[config.mk]
export PLATFORM = sky130hd
export DESIGN_NAME = cdb_arbiter
export DESIGN_NICKNAME = d
export VERILOG_FILES = /design/src/rtl/cdb_arbiter.sv
export SDC_FILE = /design/constraint.sdc
export NUM_CORES = 1
export LEC_CHECK = 0
export ABC_AREA = 1
export CORE_MARGIN = 3
export CORE_UTILIZATION = 25
export CTS_BUF_LIST = sky130_fd_sc_hd__clkbuf_8
export DETAILED_ROUTE_END_ITERATION = 8
export MAX_ROUTING_LAYER = met4
export PLACE_DENSITY = 0.4
export SETUP_SLACK_MARGIN = 0.2
export SLEW_MARGIN = 10
export SYNTH_ARGS = -nofsm -noshare
export SYNTH_HDL_FRONTEND = slang
export SYNTH_SLANG_ARGS = --single-unit
[constraint.sdc]
create_clock -name clk -period 4.87 [get_ports clk]
set_input_delay 1.2175 -clock clk [delete_from_list [all_inputs] [get_ports clk]]
set_output_delay 1.2175 -clock clk [all_outputs]
set_load 0.01 [all_outputs]
[src/rtl/cdb_arbiter.sv]
// Common data bus arbiter: per-source result FIFOs feeding CDB_LANES registered broadcast lanes.
// Define CDB_ARB_STATS_EN to add the stat_broadcasts / stat_stalls counters.
`ifndef ROB_SIZE_WIDTH
`define ROB_SIZE_WIDTH 6
`endif
`ifndef PHYSICAL_REG_NUM_WIDTH
`define PHYSICAL_REG_NUM_WIDTH 7
`endif

// Generic FIFO with flush; head is read combinationally from storage.
// Latency: a push is visible at the head one edge later.
// Backpressure: a push while full is only taken when the same cycle pops.
module cdb_arb_fifo #(
  parameter int W     = 8,
  parameter int DEPTH = 4,
  parameter int CNT_W = $clog2(DEPTH + 1)
) (
  input  logic             clk,
  input  logic             reset,
  input  logic             flush,
  input  logic             push,
  input  logic [W-1:0]     push_dat,
  input  logic             pop,
  output logic [W-1:0]     head_dat,
  output logic [CNT_W-1:0] count,
  output logic             empty
);
  localparam int PTR_W = $clog2(DEPTH);

  logic [W-1:0]     mem [DEPTH];
  logic [PTR_W-1:0] wr_ptr;
  logic [PTR_W-1:0] rd_ptr;
  logic             full;
  logic             do_push;
  logic             do_pop;

  assign empty    = (count == '0);
  assign full     = (count == CNT_W'(DEPTH));
  assign do_pop   = pop && !empty;
  assign do_push  = push && (!full || do_pop);
  assign head_dat = mem[rd_ptr];

  always_ff @(posedge clk or negedge reset) begin
    if (!reset) begin
      wr_ptr <= '0;
      rd_ptr <= '0;
      count  <= '0;
    end else if (flush) begin
      wr_ptr <= '0;
      rd_ptr <= '0;
      count  <= '0;
    end else begin
      if (do_push) wr_ptr <= wr_ptr + 1'b1;
      if (do_pop)  rd_ptr <= rd_ptr + 1'b1;
      case ({do_push, do_pop})
        2'b10:   count <= count + 1'b1;
        2'b01:   count <= count - 1'b1;
        default: count <= count;
      endcase
    end
  end

  // Storage carries no reset; validity is tracked by count alone.
  always_ff @(posedge clk) begin
    if (do_push && !flush) mem[wr_ptr] <= push_dat;
  end
endmodule

// Round-robin selection of up to CDB_LANES non-empty source FIFOs per cycle.
// Latency: accepted at edge E0, broadcast after edge E1, held one cycle.
// Backpressure: src_ready drops when a source FIFO holds FIFO_DEPTH entries.
module cdb_arbiter #(
  parameter int NUM_SRC    = 4,
  parameter int CDB_LANES  = 2,
  parameter int FIFO_DEPTH = 4,
  parameter int TAG_W      = `ROB_SIZE_WIDTH,
  parameter int PREG_W     = `PHYSICAL_REG_NUM_WIDTH,
  parameter int DATA_W     = 32
) (
  input  logic                        clk,
  input  logic                        reset,
  input  logic                        flush,
  input  logic [NUM_SRC-1:0]          src_valid,
  output logic [NUM_SRC-1:0]          src_ready,
  input  logic [NUM_SRC*TAG_W-1:0]    src_tag,
  input  logic [NUM_SRC*PREG_W-1:0]   src_preg,
  input  logic [NUM_SRC*DATA_W-1:0]   src_data,
  output logic [CDB_LANES-1:0]        cdb_valid,
  output logic [CDB_LANES*TAG_W-1:0]  cdb_tag,
  output logic [CDB_LANES*PREG_W-1:0] cdb_preg,
  output logic [CDB_LANES*DATA_W-1:0] cdb_data
`ifdef CDB_ARB_STATS_EN
  ,
  output logic [31:0]                 stat_broadcasts,
  output logic [31:0]                 stat_stalls
`endif
);
  localparam int SRC_W  = (NUM_SRC > 1) ? $clog2(NUM_SRC) : 1;
  localparam int CNT_W  = $clog2(FIFO_DEPTH + 1);
  localparam int LCNT_W = $clog2(CDB_LANES + 1);

  typedef struct packed {
    logic [TAG_W-1:0]  tag;
    logic [PREG_W-1:0] preg;
    logic [DATA_W-1:0] data;
  } entry_t;
  localparam int ENT_W = $bits(entry_t);

  logic [SRC_W-1:0]   rr_ptr;
  logic [SRC_W-1:0]   rr_next;
  logic [NUM_SRC-1:0] empty;
  logic [NUM_SRC-1:0] grant;
  logic [CNT_W-1:0]   count [NUM_SRC];
  entry_t             head [NUM_SRC];
  logic [CDB_LANES-1:0] lane_hit;
  logic [SRC_W-1:0]   lane_src [CDB_LANES];
  entry_t             lane_ent [CDB_LANES];
  logic [LCNT_W-1:0]  n_grant;
  logic [SRC_W:0]     scan_sum;
  logic [SRC_W-1:0]   scan_idx;

  for (genvar i = 0; i < NUM_SRC; i++) begin : g_src
    entry_t           push_dat;
    logic [ENT_W-1:0] head_raw;

    assign push_dat = {src_tag[i*TAG_W +: TAG_W], src_preg[i*PREG_W +: PREG_W],
                       src_data[i*DATA_W +: DATA_W]};

    cdb_arb_fifo #(.W(ENT_W), .DEPTH(FIFO_DEPTH), .CNT_W(CNT_W)) u_fifo (
      .clk      (clk),
      .reset    (reset),
      .flush    (flush),
      .push     (src_valid[i]),
      .push_dat (push_dat),
      .pop      (grant[i]),
      .head_dat (head_raw),
      .count    (count[i]),
      .empty    (empty[i])
    );

    assign head[i]      = head_raw;
    assign src_ready[i] = (count[i] != CNT_W'(FIFO_DEPTH));
  end

  // Scan from rr_ptr; the k-th non-empty source found drives lane k.
  always_comb begin
    grant    = '0;
    lane_hit = '0;
    n_grant  = '0;
    rr_next  = rr_ptr;
    scan_sum = '0;
    scan_idx = '0;
    for (int l = 0; l < CDB_LANES; l++) lane_src[l] = '0;
    for (int k = 0; k < NUM_SRC; k++) begin
      scan_sum = {1'b0, rr_ptr} + (SRC_W+1)'(k);
      if (scan_sum >= (SRC_W+1)'(NUM_SRC)) scan_sum = scan_sum - (SRC_W+1)'(NUM_SRC);
      scan_idx = scan_sum[SRC_W-1:0];
      if (!empty[scan_idx] && (n_grant < LCNT_W'(CDB_LANES))) begin
        grant[scan_idx] = 1'b1;
        for (int l = 0; l < CDB_LANES; l++) begin
          if (n_grant == LCNT_W'(l)) begin
            lane_hit[l] = 1'b1;
            lane_src[l] = scan_idx;
          end
        end
        n_grant = n_grant + 1'b1;
        rr_next = (scan_idx == SRC_W'(NUM_SRC - 1)) ? '0 : scan_idx + SRC_W'(1);
      end
    end
  end

  always_comb begin
    for (int l = 0; l < CDB_LANES; l++) begin
      lane_ent[l] = lane_hit[l] ? head[lane_src[l]] : '0;
    end
  end

  always_ff @(posedge clk or negedge reset) begin
    if (!reset) begin
      rr_ptr    <= '0;
      cdb_valid <= '0;
      cdb_tag   <= '0;
      cdb_preg  <= '0;
      cdb_data  <= '0;
    end else if (flush) begin
      cdb_valid <= '0;
      cdb_tag   <= '0;
      cdb_preg  <= '0;
      cdb_data  <= '0;
    end else begin
      rr_ptr <= rr_next;
      for (int l = 0; l < CDB_LANES; l++) begin
        cdb_valid[l]                  <= lane_hit[l];
        cdb_tag[l*TAG_W +: TAG_W]     <= lane_ent[l].tag;
        cdb_preg[l*PREG_W +: PREG_W]  <= lane_ent[l].preg;
        cdb_data[l*DATA_W +: DATA_W]  <= lane_ent[l].data;
      end
    end
  end

`ifdef CDB_ARB_STATS_EN
  always_ff @(posedge clk or negedge reset) begin
    if (!reset) begin
      stat_broadcasts <= '0;
      stat_stalls     <= '0;
    end else begin
      stat_broadcasts <= stat_broadcasts + 32'($countones(cdb_valid));
      if (|(src_valid & ~src_ready)) stat_stalls <= stat_stalls + 32'd1;
    end
  end
`endif
endmodule

==> results of run 1 <==
-- stage by stage --
| stage | TNS [ns] | setup slack [ns] | area [sq um] |
|---|---|---|---|
| detailed placement | 0 | 0.665 | 41000 |
| floorplan | -54.82 | -0.0761 | 35700 |
| global route | 0 | 0.211 | 44100 |
| finish | 0 | 0.534 | 44100 |
| global placement | 0 | 0.731 | 41000 |
| CTS | 0 | 0.632 | 44000 |
-- worst max-delay path, stage by stage (launching register included) --
cell     delay (ns)
dfrtp_1        0.47
inv_1          0.09
ha_1           0.35
inv_1          0.26
nand2_1        0.23
nand2_1        0.20
inv_1          0.10
ha_1           0.22
inv_1          0.13
nand2_1        0.30
nor2_1         0.18
nor2_1         0.06
nand2_1        0.11
nand2_1        0.11
nand3_1        0.14
nand3_1        0.43
nor2_4         0.26
buf_12         0.30
-- synth_stat cells (all sizes together) --
cell     number  area [sq um]
o22ai       113           707
nand2       556          2140
a32oi        21           184
or2          63           394
edfxtp      720         21600
nor3          4          20.0
inv          96           365
a21oi        57           289
fa            4          80.1
clkinv        1          3.75
buf          71           405
xor2          2          17.5
a31oi         3          25.0
a32o         46           460
nand3b       23           173
ha           26           325
o2111ai       1          8.76
dfrtp       122          3050
nand3       278          1440
xnor2         3          26.3
nand4         6          37.5
clkbuf      120           450
nor2        577          2200
o211ai        2          15.0
o21ai       244          1230
-- what timing repair did --
action | 4_1_cts | 5_1_grt
setup endpoints to repair | 0 | 49
endpoints found under the hold margin | 0 | 0
resized for setup | 0 | 1
-- flip-flops by register name, indices dropped and copies added (netlist names) --
| signal | flops |
|---|---|
| cdb_data | 64 |
| cdb_preg | 14 |
| cdb_tag | 12 |
| cdb_valid | 2 |
| g_src.u_fifo.count | 12 |
| g_src.u_fifo.mem | 720 |
| g_src.u_fifo.rd_ptr | 8 |
| g_src.u_fifo.wr_ptr | 8 |
| rr_ptr | 2 |
-- worst max-delay path by stage --
stage,end,slack [ns],cells after the start
6_report,g_src[1].u_fifo.mem[0][17],0.53,17
5_1_grt,g_src[1].u_fifo.mem[1][38],0.21,17
4_1_cts,g_src[3].u_fifo.mem[2][10],0.63,17
3_5_place_dp,g_src[1].u_fifo.mem[2][17],0.66,17
3_3_place_gp,g_src[1].u_fifo.mem[1][20],0.73,17
2_1_floorplan,g_src[2].u_fifo.mem[0][0],-0.08,18
-- cell type report --
cell class	instances	area share
antenna	11	0.000625
clock buffer	172	0.0537
clock inverter	102	0.0145
inverter	97	0.00841
multi-input combinational	2029	0.226
sequential	842	0.560
tap	1876	0.0533
timing repair buffer	346	0.0838
-- per-layer routing --
metal  vias to the layer above  share of wire
met5                         -              0
met4                         0          0.022
met3                       160          0.056
met2                       823           0.47
met1                     12600           0.45
li1                      11800              -
-- kinds of logic (layout without fill, tap and decap cells) --
kind of cell    after synthesis  in the layout  share of synthesized area
flops                       842            842                      0.692
xor+xnor                      5              5                    0.00123
simple gates               1507           1507                      0.180
compound gates              487            487                     0.0818
buf+inv                     288            717                     0.0343
other cells                   0             11                          0
fa+ha+maj                    30             30                     0.0114
==> results.tsv, run 1 <==
metric	value	unit
status	completed	
reg2reg_slack	0.53	ns
fillers	14300	
routed_via_density	4.62	
insertion_delay	0.88	ns
ys_ff_latch	842	
clkSlewWorstSetupHoldPaths	0.05	ns
rows	137	
dr.pass1.iters	5	
dp.cells	5190	
fin_skew	0.0433	ns
met3_usage	0.0349	
overflow	0	
crit_required	5.38	ns
multiInputGateArea	0.00994	sq mm
die_y	384	um
maxSlewHeadroom	0.158	
dieArea	0.147	sq mm
synth.avg_cell_area	11.3	sq um
final_util	0.313	
grtUsageTotal	0.183	
syn_nets	3376	
arrival	4.84	ns
seq_area	0.0247	sq mm
hpwl	89700	um
ant_nets	0	
drc	0	
grt_use_met1	0.244	
grt_pass1_vias	24600	
grt_busiest_layer	met2	
ys_warn_count	0	
clock_sinks	842	
final_cell_mix	edfxtp_1, nor2_1, nand2_1	
crit_type	reg -> reg	
die_w	384	um
ctsHtreeMaxLevel	4	
cts_tree	built	
startpoint	rr_ptr[1]	
seq_area_frac_synth	0.692	
grt_max_degree	92	
grt_pass1_wl	186000	um
startpoint_type	flip-flop	
routed_wl	133000	um
hp-class	in -> async	
cts-buffers-inserted	155	
fmax	231	MHz
min_period_over_period	0.890	
stdcell_count	5475	
hold_viol	0	
area_growth	23.5	%
drt_iter0_drc	2241	
start_util	0.254	
ys_types	41	
rsz0062_at_grt	false	
timing.rr.start	rr_ptr[1]	
vias	25300	
syn_inst	3159	
grt_use_met2	0.285	
worstPathMaxFanout	45	
cts_setup_buffers	0	
fin_nets	3688	
portBuffers	282	
synth_area	0.0357	sq mm
r2r_cells	17	
final_common_cell	edfxtp_1	
drive_above_1_share	0.113	
fin_crit	4.34	ns
worstSetupEndpointType	flip-flop	
wire_per_inst	24.3	um
worst-slew-pin-transition	1.26	ns
clockBufferDepth	3	
maxSlewViolCount	0	
num_io_pins	283	
holdWs	0.314	ns
holdBufCountCts	0	
place_congestion	0.872	
finalSetupViolCount	0	
maxCapViolations	0	
timing.rr.end	g_src[1].u_fifo.mem[0][17]	
core-area	0.141	sq mm
antenna_found_initial	17	
cts-root-buf	clkbuf_8	
Power of run 1 is left out: the tool's default activity adds up to more than one toggle a clock period on the data nets, which glitch-free logic cannot reach.
==> run 2, diff against run 1 <==
ABC_AREA = unset   (was 1)
==> results.tsv, run 2 <==
metric	value	unit	change
synth.avg_cell_area	20.1	sq um	+78%
p_sw	12100	uW	
rsz0062_at_grt	false		
arrival	5.08	ns	+0.24 ns
portBuffers	282		unchanged
hp-class	in -> async		
worstSetupEndpointType	flip-flop		
wl_met1	47100	um	-21%
preCtsSetupSlack	0.223	ns	-0.442 ns
synth_common_cells	edfxtp_1, mux2i_1, mux4_2		
final_common_cell	edfxtp_1		
syn_nets	1924		-43%
slowest_delay	0.56	ns	+0.09 ns
p_leak	0.0149	uW	
synth_area_leaders	edfxtp_1, mux4_2, dfrtp_1		
status	completed		
p_sw_frac	0.394		
fin_nets	2349		-36%
insertion_delay	0.84	ns	-0.04 ns
largest_reg_flops	720		unchanged
seq_area_frac_synth	0.721		+0.0290
route.met3.wl	7000	um	-6.0%
top_layer	met4		
worst-slew-pin-transition	1.01	ns	-0.249 ns
area_growth	25.7	%	
synth_top_area_share	0.632		+0.0254
cts-buffers-inserted	155		unchanged
intPower	18700	uW	
crit_buf_inv	2		-3
hpwl	71300	um	-21%
ys.flop_type	edfxtp_1		
maxSlewHeadroom	0.324		+0.166
core-area	0.136	sq mm	-3.5%
crit_required	5.53	ns	+0.15 ns
antenna_found_initial	39		+22
synth_area_leader_cell	edfxtp_1		
rows	135		-1.5%
dp.cells	3732		-28%
fillers	13100		-8.5%
fmax	227	MHz	-1.7%
stdcell_count	4076		-26%
clock_sinks	842		unchanged
hold_viol	0		unchanged
grt_pass1_wl	152000	um	-19%
place_area	0.0396	sq mm	-3.4%
die_y	376	um	-2.0%
cts-root-buf	clkbuf_8		
routed_via_density	4.55		-1.7%
critical_path.cell_chain	or3_1 -> mux4_2 -> ha_1 -> a2111oi_1 -> buf_4 -> a2bb2oi_4 -> a221o_2 -> buf_4 -> nand2_1 -> nor2_1 -> fa_1 -> nand2b_1 -> a211oi_1 -> o21ai_0 -> o311ai_0		
maxSlewViolCount	0		unchanged
overflow	0		unchanged
drt_iter0_drc	1121		-50%
place_congestion	0.764		-12%
start_util	0.252		-0.00138
final_area	0.0430	sq mm	-2.4%
fin_crit	4.41	ns	+0.0760 ns
fin_skew	0.0397	ns	-0.00361 ns
maxCapViolations	0		unchanged
ctsHtreeMaxLevel	4		unchanged
cpMostUsedCell	buf_4		
ant_nets	0		unchanged
ys_warn_count	0		unchanged
grt_pass1_vias	19900		-19%
grtUsageTotal	0.157		-0.0258
synth_most_common_cell	edfxtp_1		
holdBufCountCts	0		unchanged
ys_ff_latch	842		unchanged
syn_inst	1707		-46%
p_seq_frac	0.297		
dr_wl_met2	55200	um	-12%
worst-path-stages	15		-2
clkPwrFrac	0.215		
async_flop_share	0.145		unchanged
final_cell_mix	edfxtp_1, clkdlybuf4s50_1, mux2i_1		
r2r_cells	15		-2
dr.pass1.iters	5		unchanged
synth_area	0.0342	sq mm	-4.0%
ir_drop	0.00152	V	
critPathTopFamily	compound AO/OA/AOI/OAI gates		
crit_slowest_cell	mux4_2		
clockBufferDepth	3		unchanged
worstPathMaxFanout	10		-78%
vias	18500		-27%
cts_tree	built		
ys_types	63		+54%
synth_edf_count	720		unchanged
dieArea	0.141	sq mm	-4.0%
crit_type	reg -> reg		
startpoint_type	flip-flop		
pwr-share-comb	0.488		
drc	0		unchanged
routed_wl	112000	um	-16%
worst_slack	0.458	ns	-0.0760 ns
top_regs	g_src.u_fifo.mem: 720 flops, cdb_data: 64 flops, cdb_preg: 14 flops		
finalSetupViolCount	0		unchanged
grt_max_degree	69		-25%
drive_above_1_share	0.253		+0.140
final.setup.tns	0	ns	unchanged
top_register	g_src.u_fifo.mem		
die_w	376	um	-2.0%
num_io_pins	283		unchanged
p_per_area	716	mW/mm^2	
wire_per_inst	27.4	um	+13%
clkSlewWorstSetupHoldPaths	0.05	ns	about the same
min_period_over_period	0.906		+0.0156
## run 2: through the flow
| step | power [uW] | hold slack [ns] | utilization |
|---|---|---|---|
| floorplan | 19600 | 0.542 | - |
| global placement | 23900 | 0.573 | 0.292 |
| detailed placement | 24000 | 0.594 | 0.292 |
| CTS | 30700 | 0.344 | 0.315 |
| global route | 32400 | 0.372 | 0.317 |
| finish | 30800 | 0.394 | 0.317 |
## run 2: metal layers
layer / vias up / global-route usage
li1: 7961 / -
met4: 0 / 0.0445
met3: 159 / 0.0524
met1: 9880 / 0.186
met2: 527 / 0.257
met5: - / -
## run 2: final cells by class
type                       instances  area [sq um]  area share
multi-input combinational        750          9010       0.209
tap                             1781          2230      0.0518
timing repair buffer             364          3890      0.0904
antenna                           33          82.6     0.00192
clock buffer                     165          2270      0.0528
sequential                       842         24700       0.574
inverter                          19          71.3     0.00166
clock inverter                   122           762      0.0177
## run 2: final timing paths
check	from	end	slack, ns
worst min register to register	g_src[0].u_fifo.wr_ptr[1]	g_src[0].u_fifo.wr_ptr[1]	0.61
min in group clk	g_src[0].u_fifo.wr_ptr[1]	g_src[0].u_fifo.wr_ptr[1]	0.61
worst min-delay path	reset	cdb_tag[1]	0.39
max in group asynchronous	reset	cdb_data[27]	3.39
worst max register to register	g_src[2].u_fifo.count[2]	g_src[3].u_fifo.count[1]	0.46
worst max-delay path	g_src[2].u_fifo.count[2]	g_src[3].u_fifo.count[1]	0.46
## run 2: kinds of logic (layout without fill, tap and decap cells)
kind of cell | count (synthesis) | in the layout | synth area share
and+or+nand+nor | 135 | 142 | 0.0197
muxes | 374 | 374 | 0.177
AOI/OAI and AO/OA | 186 | 186 | 0.0453
other | 0 | 33 | 0
adders and majority gates | 31 | 31 | 0.0121
buffers and inverters | 122 | 670 | 0.0209
xor gates and xnor gates | 17 | 17 | 0.00435
DFF | 842 | 842 | 0.721
## run 2: power by group through the flow
stage	registers (uW)	logic [uW]	clock network (uW)
finish	9160	15000	6610
global route	9240	16000	7220
CTS	9200	14700	6860
detailed placement	9340	14600	0
global placement	9320	14600	0
floorplan	9040	10600	0
## run 2: what timing repair did
item / CTS / global route
gates resized for setup: 0 / 18
buffers inserted: 9 / 7
pin swaps: 4 / 11
setup endpoints to repair: 20 / 687
cloned: 0 / 8
endpoints found under the hold margin: 0 / 0
(Power assumes the default switching activity.)
==> RTL change (config.mk and constraints of run 1) <==
The macro `ROB_SIZE_WIDTH` goes from 6 to 12.
--- a/src/rtl/cdb_arbiter.sv
+++ b/src/rtl/cdb_arbiter.sv
@@ -1,7 +1,7 @@
 // Common data bus arbiter: per-source result FIFOs feeding CDB_LANES registered broadcast lanes.
 // Define CDB_ARB_STATS_EN to add the stat_broadcasts / stat_stalls counters.
 `ifndef ROB_SIZE_WIDTH
-`define ROB_SIZE_WIDTH 6
+`define ROB_SIZE_WIDTH 12
 `endif
 `ifndef PHYSICAL_REG_NUM_WIDTH
 `define PHYSICAL_REG_NUM_WIDTH 7
Ports: changed (resized cdb_tag and src_tag); port bits go from 283 to 319. The function was not compared with the original's and may differ.
==> RTL change against run 1 <==
- setup slack improved by 110 ps
- area after synthesis is 12% higher
- cell count increased by 12%
- non-clock buffer count increased by 85
- highest routed layer unchanged
- routed wire length rose by 13%
- critical path type unchanged
- sequential cell count grew 108
- final area increased by 13%
==> RTL change: results <==
group,metric,value,unit
run_status,run_status,"finished, final reports clean",
power_and_ir_drop,power.static_leakage,18.2,nW
grt,use_met1,25.1,%
route,drt_first_iter_violations,2740,
synthesis,synth-compound-area-share,8.29,%
worst_hold_path,hold_path.class,"input pin to async pin",
synthesis,synthTopCellsByCount,"sky130_fd_sc_hd__edfxtp_1, sky130_fd_sc_hd__nor2_1, sky130_fd_sc_hd__nand2_1",
grt,grtUsageTotal,18.5,%
cells_and_area,fin_nets,4140,
placement,post-place-cells,5789,
synthesis,yosys-mux-area-fraction,0,%
critical_path,critical_path_data_arrival_time,4750,ps
route,route.met2.wl,69100,um
critical_path,critical-path-max-stage-delay,530,ps
synthesis,synth_nets,3757,
placement,post-dp-hpwl,103000,um
route,met3WireLength,9860,um
power_and_ir_drop,ir_worst_vdd,1400,uV
cts,insertion_delay,880,ps
grt,grt_max_degree,82,
grt,grt_pass1_wl,209000,um
critical_path,crit_fanout,48,
synthesis,synth_top_cells_by_area,"sky130_fd_sc_hd__edfxtp_1, sky130_fd_sc_hd__dfrtp_1, sky130_fd_sc_hd__nor2_1, sky130_fd_sc_hd__nand2_1, sky130_fd_sc_hd__nand3_1",
sta,worst_slew_pin_slew,997,ps
cts,clock-root-buffer,"sky130_fd_sc_hd__clkbuf_8",
cts,post_cts.resized_instances,0,
sta,setup_tns,0,ps
placement,buffer_ports.inserted,318,
route,route.layer.met1.wl,68000,um
synthesis,avgSynthCellArea,11.4,um^2
cells_and_area,post_route_cells_drive_above_1_share,12.0,%
synthesis,synth-edff-count,816,
synthesis,synth_sequential_area_ratio,69.6,%
route,via_count,28500,
synthesis,yosys_warnings,0,
route,routed_via_density,4.66,
synthesis,adder_cell_share_of_the_synthesized_area,1.01,%
cts,cts_buffers,170,
cts,clock_tree.htree_level_count,4,
grt,via_count_of_the_first_global_routing_pass,27200,
placement,place.gp.congestion,0.825,
synthesis,postSynth.asyncResetShare,14.1,%
synthesis,ys_types,41,
route,number_of_detailed_routing_iterations_run_before_antenna_repair,6,
synthesis,synth_xor_area_share,0.109,%
grt,initial_antenna_violation_count,24,
grt,gr-usage-met2,28.0,%
route,highest_metal_layer_used_by_the_detailed_router,"met4",
cells_and_area,filler_cell_count,16000,
cts,ctsLongestPathBuffers,3,
cts,cts.reportedPaths.clkPinSlew,60,ps
route,routed_wire_length_per_instance,24.5,um
cells_and_area,top_regs,"g_src.u_fifo.mem x816, cdb_data x64, cdb_tag x24",
synthesis,largest_family_of_logic_cells_by_synthesized_area,"simple AND/OR/NAND/NOR gates",
cts,post-cts-setup-buffers,0,
critical_path,critPathSlowestCell,"sky130_fd_sc_hd__dfrtp_2",
grt,grt.met3_usage,3.84,%
sta,finClkSkew,51.9,ps
synthesis,ys.flop_type,"sky130_fd_sc_hd__edfxtp_1",
[RTL change: where the power goes]
part	total (W)	leakage [nW]	internal [W]	switching, W
Clock	0.00717	1.89	0.00363	0.00354
Sequential	0.0104	9.16	0.00974	0.000704
Combinational	0.0210	7.20	0.00621	0.0148
Total	0.0386	18.2	0.0196	0.0191
[RTL change: path summary, 6_finish.rpt]
path                                      startpoint                          to  slack [ps]  cells after the start
max                                        rr_ptr[0]  g_src[2].u_fifo.mem[0][21]         640                     18
min                                            reset                cdb_data[39]         390                      1
max reg2reg                                rr_ptr[0]  g_src[2].u_fifo.mem[0][21]         640                     18
min reg2reg                g_src[0].u_fifo.wr_ptr[0]   g_src[0].u_fifo.wr_ptr[0]         590                      1
max in group asynchronous                      reset                cdb_data[44]        3440                      2
min in group clk           g_src[0].u_fifo.wr_ptr[0]   g_src[0].u_fifo.wr_ptr[0]         590                      1
[RTL change: cell families after synthesis]
logic type,after synthesis
xor gates and xnor gates,5
buffers and inverters,324
DFF,950
AOI/OAI and AO/OA,555
and+or+nand+nor,1652
adders and majority gates,30
[RTL change: stage by stage]
step	utilization [%]	area, um^2	power, W	setup WS (ps)
after floorplan	-	40000	0.0238	-368
after global placement	29.2	46300	0.0316	354
after detailed placement	29.2	46300	0.0314	302
after CTS	31.2	49500	0.0388	246
after global routing	31.3	49700	0.0413	329
final	31.3	49700	0.0386	644
[RTL change: critical path, delay by kind of cell (launching register included)]
family / cells / cell delay [ps]
adder cells (fa/ha/maj): 2 / 580
buffers and inverters: 6 / 1150
flip-flops: 1 / 530
AND/OR/NAND/NOR: 10 / 1530
[RTL change: cell type report]
class	instances	area share, %
diodes	13	0.0655
clock buffers	177	4.90
clock inverters	136	1.56
inverters	104	0.803
multi-input cells	2242	22.1
flip-flops and latches	950	56.1
well taps	2072	5.22
repair buffers	431	9.32
